<file path="src/rtl/ssd1306_spi_rx_if.sv">
// Pin-side SPI signals and framebuffer/display outputs of the SSD1306 receiver.
// master = bench/host side that drives the SPI pins, slave = the receiver.
interface ssd1306_spi_rx_if;
    logic       sck;
    logic       mosi;
    logic       cs_n;
    logic       dc;
    logic       fb_wr;
    logic [9:0] fb_addr;
    logic [7:0] fb_data;
    logic       display_on;
    logic       invert;
    logic [7:0] contrast;

    modport master (
        output sck, mosi, cs_n, dc,
        input  fb_wr, fb_addr, fb_data, display_on, invert, contrast
    );

    modport slave (
        input  sck, mosi, cs_n, dc,
        output fb_wr, fb_addr, fb_data, display_on, invert, contrast
    );
endinterface

</file>
<file path="src/rtl/ssd1306_spi_rx.sv">
// SPI mode-0 slave receiver and SSD1306 command decoder with framebuffer write port.
// Define SSD1306_CONTRAST_EN to implement the 0x81 contrast command.
module ssd1306_spi_rx #(
    parameter int         SYNC_STAGES    = 2,
    parameter logic [7:0] RESET_CONTRAST = 8'h7F
) (
    input  logic          clk,
    input  logic          rst,
    ssd1306_spi_rx_if.slave bus
);
    typedef enum logic [2:0] {
        IDLE, ARG_MODE, ARG_COL_S, ARG_COL_E, ARG_PG_S, ARG_PG_E, ARG_CONTRAST
    } state_t;

    logic [SYNC_STAGES-1:0] sck_sync, mosi_sync, cs_sync, dc_sync;
    logic       sck_prev;
    logic       sck_rise;
    logic       cs_idle;
    logic [2:0] bit_cnt;
    logic [6:0] shift;
    logic       byte_done;
    logic [7:0] byte_p1;
    logic       dc_p1;

    state_t     state, state_n;
    logic [1:0] addr_mode, addr_mode_n;
    logic [6:0] col, col_n, col_start, col_start_n, col_end, col_end_n;
    logic [2:0] page, page_n, page_start, page_start_n, page_end, page_end_n;
    logic       display_on_q, display_on_n, invert_q, invert_n;
    logic       fb_wr_q, fb_wr_n;
    logic [9:0] fb_addr_q, fb_addr_n;
    logic [7:0] fb_data_q, fb_data_n;

    // Stage 0: pin synchronisers (free-running, they flush during reset)
    always_ff @(posedge clk) begin
        sck_sync  <= {sck_sync[SYNC_STAGES-2:0], bus.sck};
        mosi_sync <= {mosi_sync[SYNC_STAGES-2:0], bus.mosi};
        cs_sync   <= {cs_sync[SYNC_STAGES-2:0], bus.cs_n};
        dc_sync   <= {dc_sync[SYNC_STAGES-2:0], bus.dc};
        sck_prev  <= sck_sync[SYNC_STAGES-1];
    end

    assign sck_rise = sck_sync[SYNC_STAGES-1] & ~sck_prev;
    assign cs_idle  = cs_sync[SYNC_STAGES-1];

    // Stage 1: deserialiser; byte_done pulses on the 8th edge
    always_ff @(posedge clk) begin
        if (rst) begin
            bit_cnt   <= '0;
            byte_done <= 1'b0;
        end else begin
            byte_done <= 1'b0;
            if (cs_idle) begin
                bit_cnt <= '0;
            end else if (sck_rise) begin
                bit_cnt <= bit_cnt + 3'd1;
                if (bit_cnt == 3'd7)
                    byte_done <= 1'b1;
            end
        end
    end

    always_ff @(posedge clk) begin
        if (sck_rise && !cs_idle) begin
            shift   <= {shift[5:0], mosi_sync[SYNC_STAGES-1]};
            byte_p1 <= {shift, mosi_sync[SYNC_STAGES-1]};
            dc_p1   <= dc_sync[SYNC_STAGES-1];
        end
    end

`ifdef SSD1306_CONTRAST_EN
    logic [7:0] contrast_q, contrast_n;
`endif

    // Stage 2: command parser, address pointers and write strobe
    always_ff @(posedge clk) begin
        if (rst) begin
            state        <= IDLE;
            addr_mode    <= 2'd2;
            col          <= '0;
            page         <= '0;
            col_start    <= '0;
            col_end      <= 7'd127;
            page_start   <= '0;
            page_end     <= 3'd7;
            display_on_q <= 1'b0;
            invert_q     <= 1'b0;
            fb_wr_q      <= 1'b0;
            fb_addr_q    <= '0;
            fb_data_q    <= '0;
`ifdef SSD1306_CONTRAST_EN
            contrast_q   <= RESET_CONTRAST;
`endif
        end else begin
            state        <= state_n;
            addr_mode    <= addr_mode_n;
            col          <= col_n;
            page         <= page_n;
            col_start    <= col_start_n;
            col_end      <= col_end_n;
            page_start   <= page_start_n;
            page_end     <= page_end_n;
            display_on_q <= display_on_n;
            invert_q     <= invert_n;
            fb_wr_q      <= fb_wr_n;
            fb_addr_q    <= fb_addr_n;
            fb_data_q    <= fb_data_n;
`ifdef SSD1306_CONTRAST_EN
            contrast_q   <= contrast_n;
`endif
        end
    end

    always_comb begin
        state_n      = state;
        addr_mode_n  = addr_mode;
        col_n        = col;
        page_n       = page;
        col_start_n  = col_start;
        col_end_n    = col_end;
        page_start_n = page_start;
        page_end_n   = page_end;
        display_on_n = display_on_q;
        invert_n     = invert_q;
        fb_wr_n      = 1'b0;
        fb_addr_n    = fb_addr_q;
        fb_data_n    = fb_data_q;
`ifdef SSD1306_CONTRAST_EN
        contrast_n   = contrast_q;
`endif
        if (byte_done) begin
            if (dc_p1) begin
                // Data bytes are written regardless of parser state
                fb_wr_n   = 1'b1;
                fb_addr_n = {page, col};
                fb_data_n = byte_p1;
                case (addr_mode)
                    2'd0: begin
                        if (col == col_end) begin
                            col_n  = col_start;
                            page_n = (page == page_end) ? page_start : page + 3'd1;
                        end else begin
                            col_n = col + 7'd1;
                        end
                    end
                    2'd1: begin
                        if (page == page_end) begin
                            page_n = page_start;
                            col_n  = (col == col_end) ? col_start : col + 7'd1;
                        end else begin
                            page_n = page + 3'd1;
                        end
                    end
                    default: col_n = col + 7'd1;
                endcase
            end else begin
                case (state)
                    IDLE: begin
                        if (byte_p1[7:1] == 7'b1010_111)
                            display_on_n = byte_p1[0];
                        else if (byte_p1[7:1] == 7'b1010_011)
                            invert_n = byte_p1[0];
                        else if (byte_p1 == 8'h20)
                            state_n = ARG_MODE;
                        else if (byte_p1 == 8'h21)
                            state_n = ARG_COL_S;
                        else if (byte_p1 == 8'h22)
                            state_n = ARG_PG_S;
`ifdef SSD1306_CONTRAST_EN
                        else if (byte_p1 == 8'h81)
                            state_n = ARG_CONTRAST;
`endif
                        else if (byte_p1[7:4] == 4'h0)
                            col_n[3:0] = byte_p1[3:0];
                        else if (byte_p1[7:3] == 5'b00010)
                            col_n[6:4] = byte_p1[2:0];
                        else if (byte_p1[7:3] == 5'b10110)
                            page_n = byte_p1[2:0];
                    end
                    ARG_MODE: begin
                        addr_mode_n = byte_p1[1:0];
                        state_n     = IDLE;
                    end
                    ARG_COL_S: begin
                        col_start_n = byte_p1[6:0];
                        col_n       = byte_p1[6:0];
                        state_n     = ARG_COL_E;
                    end
                    ARG_COL_E: begin
                        col_end_n = byte_p1[6:0];
                        state_n   = IDLE;
                    end
                    ARG_PG_S: begin
                        page_start_n = byte_p1[2:0];
                        page_n       = byte_p1[2:0];
                        state_n      = ARG_PG_E;
                    end
                    ARG_PG_E: begin
                        page_end_n = byte_p1[2:0];
                        state_n    = IDLE;
                    end
                    ARG_CONTRAST: begin
`ifdef SSD1306_CONTRAST_EN
                        contrast_n = byte_p1;
`endif
                        state_n = IDLE;
                    end
                    default: state_n = IDLE;
                endcase
            end
        end
    end

    assign bus.fb_wr      = fb_wr_q;
    assign bus.fb_addr    = fb_addr_q;
    assign bus.fb_data    = fb_data_q;
    assign bus.display_on = display_on_q;
    assign bus.invert     = invert_q;
`ifdef SSD1306_CONTRAST_EN
    assign bus.contrast   = contrast_q;
`else
    assign bus.contrast   = RESET_CONTRAST;
`endif
endmodule

</file>
<file path="src/flat_wrapper.sv">
// flat-port wrapper written by rule: the top's interface ports become plain ports
module ssd1306_spi_rx_flat 
#(
    parameter int         SYNC_STAGES    = 2,
    parameter logic [7:0] RESET_CONTRAST = 8'h7F
)
  (clk, rst, bus_sck, bus_mosi, bus_cs_n, bus_dc, bus_fb_wr, bus_fb_addr, bus_fb_data, bus_display_on, bus_invert, bus_contrast);
  ssd1306_spi_rx_if bus_i ();
  input  logic clk;
  input  logic rst;
  input wire logic [$bits(bus_i.sck)-1:0] bus_sck;
  input wire logic [$bits(bus_i.mosi)-1:0] bus_mosi;
  input wire logic [$bits(bus_i.cs_n)-1:0] bus_cs_n;
  input wire logic [$bits(bus_i.dc)-1:0] bus_dc;
  output wire logic [$bits(bus_i.fb_wr)-1:0] bus_fb_wr;
  output wire logic [$bits(bus_i.fb_addr)-1:0] bus_fb_addr;
  output wire logic [$bits(bus_i.fb_data)-1:0] bus_fb_data;
  output wire logic [$bits(bus_i.display_on)-1:0] bus_display_on;
  output wire logic [$bits(bus_i.invert)-1:0] bus_invert;
  output wire logic [$bits(bus_i.contrast)-1:0] bus_contrast;
  assign bus_i.sck = bus_sck;
  assign bus_i.mosi = bus_mosi;
  assign bus_i.cs_n = bus_cs_n;
  assign bus_i.dc = bus_dc;
  assign bus_fb_wr = bus_i.fb_wr;
  assign bus_fb_addr = bus_i.fb_addr;
  assign bus_fb_data = bus_i.fb_data;
  assign bus_display_on = bus_i.display_on;
  assign bus_invert = bus_i.invert;
  assign bus_contrast = bus_i.contrast;
  ssd1306_spi_rx #(.SYNC_STAGES(SYNC_STAGES), .RESET_CONTRAST(RESET_CONTRAST)) u_core (.clk(clk), .rst(rst), .bus(bus_i));
endmodule
</file>
<file path="config.mk">
export PLATFORM = sky130hd
export DESIGN_NAME = ssd1306_spi_rx_flat
export DESIGN_NICKNAME = d
export VERILOG_FILES = /design/src/rtl/ssd1306_spi_rx_if.sv /design/src/rtl/ssd1306_spi_rx.sv /design/src/flat_wrapper.sv
export SDC_FILE = /design/constraint.sdc
export NUM_CORES = 1
export LEC_CHECK = 0
export BUFFER_PORTS_ARGS = -buffer_cell sky130_fd_sc_hd__clkbuf_2
export CORE_ASPECT_RATIO = 0.9
export CORE_MARGIN = 1
export CORE_UTILIZATION = 55
export CTS_BUF_LIST = sky130_fd_sc_hd__clkbuf_2
export DETAILED_ROUTE_END_ITERATION = 12
export PLACE_DENSITY = 0.72
export SETUP_SLACK_MARGIN = 0.2
export SYNTH_ARGS = -nofsm -noshare
export SYNTH_HDL_FRONTEND = slang
export SYNTH_SLANG_ARGS = --single-unit
</file>
<file path="constraint.sdc">
create_clock -name clk -period 3.4 [get_ports clk]
set_clock_uncertainty 0.2 [all_clocks]
set_input_delay 0.51 -clock clk [delete_from_list [all_inputs] [get_ports clk]]
set_output_delay 0.51 -clock clk [all_outputs]
set_load 0.05 [all_outputs]
</file>
==> results.txt <==
CTS saw just under 80 sinks. The arrival time of data at the critical path endpoint came out at between 2000 and 3000 ps. The register area is between 0.0015 and 0.002 mm².

The die extent in x is ~86 µm. The overall power of the completed layout came out at roughly 1.4 mW. The last weighted congestion value of the routability-driven placer is 0.8821. The standard cell core area is between 0.006 and 0.007 mm². TritonCTS built the clock tree. The clock input transition at the sequential cells of the worst setup and hold paths is 220 ps.

Across the run, the number of max-cap violations was 0. The number of warnings printed during yosys synthesis came out at 0. The number of pins with negative max-slew slack in the final report came out at 0.

The most used flip-flop cell after synthesis is sky130_fd_sc_hd__dfxtp_1. The startpoint kind of the worst setup timing path is a flip-flop. The final critical path takes up 70.50% of the cycle.

The post-detailed-route via-to-cell ratio came out at between 5 and 6. The maximum buffer depth of the clock tree is 2. In the layout the commonest cells are sky130_fd_sc_hd__dfxtp_1 (69), sky130_fd_sc_hd__nand2_1 (64), sky130_fd_sc_hd__clkbuf_2 (35). The longest individual stage delay on the worst path is just over 800 ps. The number of library cell types mapped by synthesis is 53. For this run, the share of the core covered by cells in the final layout is 60.12%. During placement, the flow inserted port buffers numbering 26. Setup repair after global routing left no endpoint under its margin.

The achievable frequency came out at 417.2 MHz. The final routed DRC violation total is 0. After legalization and detailed placement, the total HPWL measured between 4000 and 5000 µm. The class of the tightest hold or removal check is reg2reg. The via count is ~2600.

The first detailed-routing pass took 4 iterations. The number of enable flip-flop cells after synthesis came out at 9. The number of antenna violations at the first check in global routing is 0. For this design the top-level I/O count stands at 35. The most common cell after layout, fill and taps aside is sky130_fd_sc_hd__dfxtp_1. In this run, the number of DRC markers left after iteration 0 of detailed routing was 188. The post-synthesis cell count came out at between 300 and 400.

The deepest level of the CTS H-tree came out at 3. Entering global routing, the biggest net connects 43 pins. After detailed routing, the average wire length per cell comes to between 15 and 20 µm. On the critical path the largest part of the delay comes from compound AO/OA/AOI/OAI gates. The sequential fraction of the synthesis area is a little under half.

The buffers plus inverters on the worst setup path is 1. The flow ran to the end, and the final reports show no timing, DRC or antenna violations. The worst ir drop on vdd is 0.2605 mV. The hold buffer count at cts came out at 4. The routed design has between 7000 and 8000 µm of wire. The final worst setup slack came out at roughly 1000 ps.

The mapped cell area came out at ~0.0035 mm². The slowest stage of the critical path is the sky130_fd_sc_hd__edfxtp_1 cell. The final-stage net count came out at 396. The floorplan step set the die height to 77.17 µm. The residual antenna-violating net count after detailed routing came out at 0.

The worst-skew pair later-pin latency is about 540 ps. The power per cell area is 392.4 mW/mm². The buffer count from post-CTS setup fixing is 0. The maximum fanout encountered on the critical timing path came out at 22. The final sum of negative setup slack is 0 ps. Global routing used roughly a quarter of the available tracks across all layers. The worst setup path is captured at a flip-flop. The normalized max-slew margin came out at 50.08%. The final cell count without fillers is ~460. The wire length of the first global-routing pass came out at about 12000 µm. The area added between synthesis and finish is 5.870%. The number of filler cells placed in the layout is roughly 560.

The count of inserted antenna diode cells came out at 0. The row count is 27. Cells with a size suffix above 1 make up 15.09% of the layout. The total CTS buffers is 9.

The overflow left after global routing is 0. The type of the setup path with the least slack is reg2reg. The floorplan step defined a die boundary enclosing 0.006600 mm². The total instance count after detailed placement came out at 443. The worst slack after detailed placement is 1100 ps. The signal on the critical path passes through clkinv_1, a211oi_1, o21ai_0, a21oi_1. The cell sitting at the root of the clock tree is a sky130_fd_sc_hd__clkbuf_2. The area of combinational cells with multiple inputs is 0.001613 mm². The final-report setup violation count came out at 0. For this run, asynchronously set or reset flops after synthesis account for 0%. The count of cells resized by post-cts repair is 0. The starting utilization of the core area is a little under three fifths. The number of flip-flops and latches in the synthesized netlist came out at slightly below 80.

The minimum clock period came out at about 2400 ps. The via count of the first global-routing pass is ~2300. Summed over all cells, the static leakage comes to approximately 1.4 nW.

At the worst endpoint, the required time is 3690 ps. The final hold violation count came to 0. For the pin with the worst max-slew slack, the measured transition is between 700 and 800 ps. The per-instance average area after synthesis came out at around 9.4 µm².
cell usage after synthesis (all sizes together), types with 3 or more instances:
cell type | instances | share of area [%]
nand3b | 5 | 1.1
mux2 | 3 | 0.98
a21oi | 23 | 3.3
or3 | 3 | 0.54
o21ai | 10 | 1.4
inv | 3 | 0.33
nor3 | 10 | 1.9
clkbuf | 16 | 2.0
a211oi | 3 | 0.65
xor2 | 14 | 3.6
ha | 4 | 1.4
nor2b | 4 | 0.72
nor4 | 3 | 0.91
mux2i | 31 | 9.0
nand4 | 3 | 0.54
nand3 | 7 | 1.0
buf | 15 | 3.7
nor2 | 28 | 3.0
nand2 | 65 | 7.1
edfxtp | 9 | 7.8
xnor2 | 3 | 0.76
nor3b | 4 | 0.87
dfxtp | 69 | 40
final timing paths:
kind                      start            endpoint  slack (ps)  depth (start not counted)
min          u_core.sck_sync[0]  u_core.sck_sync[1]         150                          0
min reg2reg  u_core.sck_sync[0]  u_core.sck_sync[1]         150                          0
max reg2reg        u_core.dc_p1      u_core.page[2]        1000                          4
max                u_core.dc_p1      u_core.page[2]        1000                          4
power breakdown:
part           switching, mW  internal, mW  leakage, nW
registers             0.0116         0.942        0.642
clock network          0.332        0.0951       0.0520
logic                 0.0410        0.0131        0.707
total                  0.385          1.05         1.40
metal layers:
metal	share of wire [%]	GRT usage [%]
met5	0	0
met4	1.3	7.000
met3	6.8	8.288
met2	44	34.64
met1	48	31.99
metrics by stage:
stage | cell area (µm²) | hold slack, ps
after floorplan | 3476 | 109.6
after detailed placement | 3522 | 117.1
final | 3656 | 150.7
after global routing | 3656 | 146.9
after global placement | 3522 | 112.5
after CTS | 3656 | 136.6
flip-flops by register name (all words and copies together) (netlist names), 3 cells and up:
register and cells:
u_core.bus.fb_addr 10, u_core.byte_p1 8, u_core.col_start 7, u_core.page_start 3, u_core.page_end 3, u_core.bus.fb_data 8, u_core.page 3, u_core.col_end 7
u_core.bit_cnt 3, u_core.col 7, u_core.state 3
cell families (layout without fill, tap and decap cells):
logic type / count (synthesis) / after routing / share of synthesized area (%)
compound gates: 52 / 52 / 9.565
xor+xnor: 17 / 17 / 4.312
fa+ha+maj: 4 / 4 / 1.449
buf+inv: 35 / 53 / 6.123
flops: 78 / 78 / 47.83
mux: 34 / 34 / 9.964
other cells: 2 / 8 / 0.2175
simple gates: 145 / 145 / 20.54
area by class of cell:
| cell class | instances | area share, % |
|---|---|---|
| sequential | 78 | 45.17 |
| multi-input combinational | 260 | 44.11 |
| timing repair buffer | 33 | 5.270 |
| tap | 72 | 2.464 |
| clock inverter | 7 | 1.335 |
| clock buffer | 9 | 1.232 |
| inverter | 4 | 0.4107 |
No activity file was read; power rests on OpenSTA's default activity.
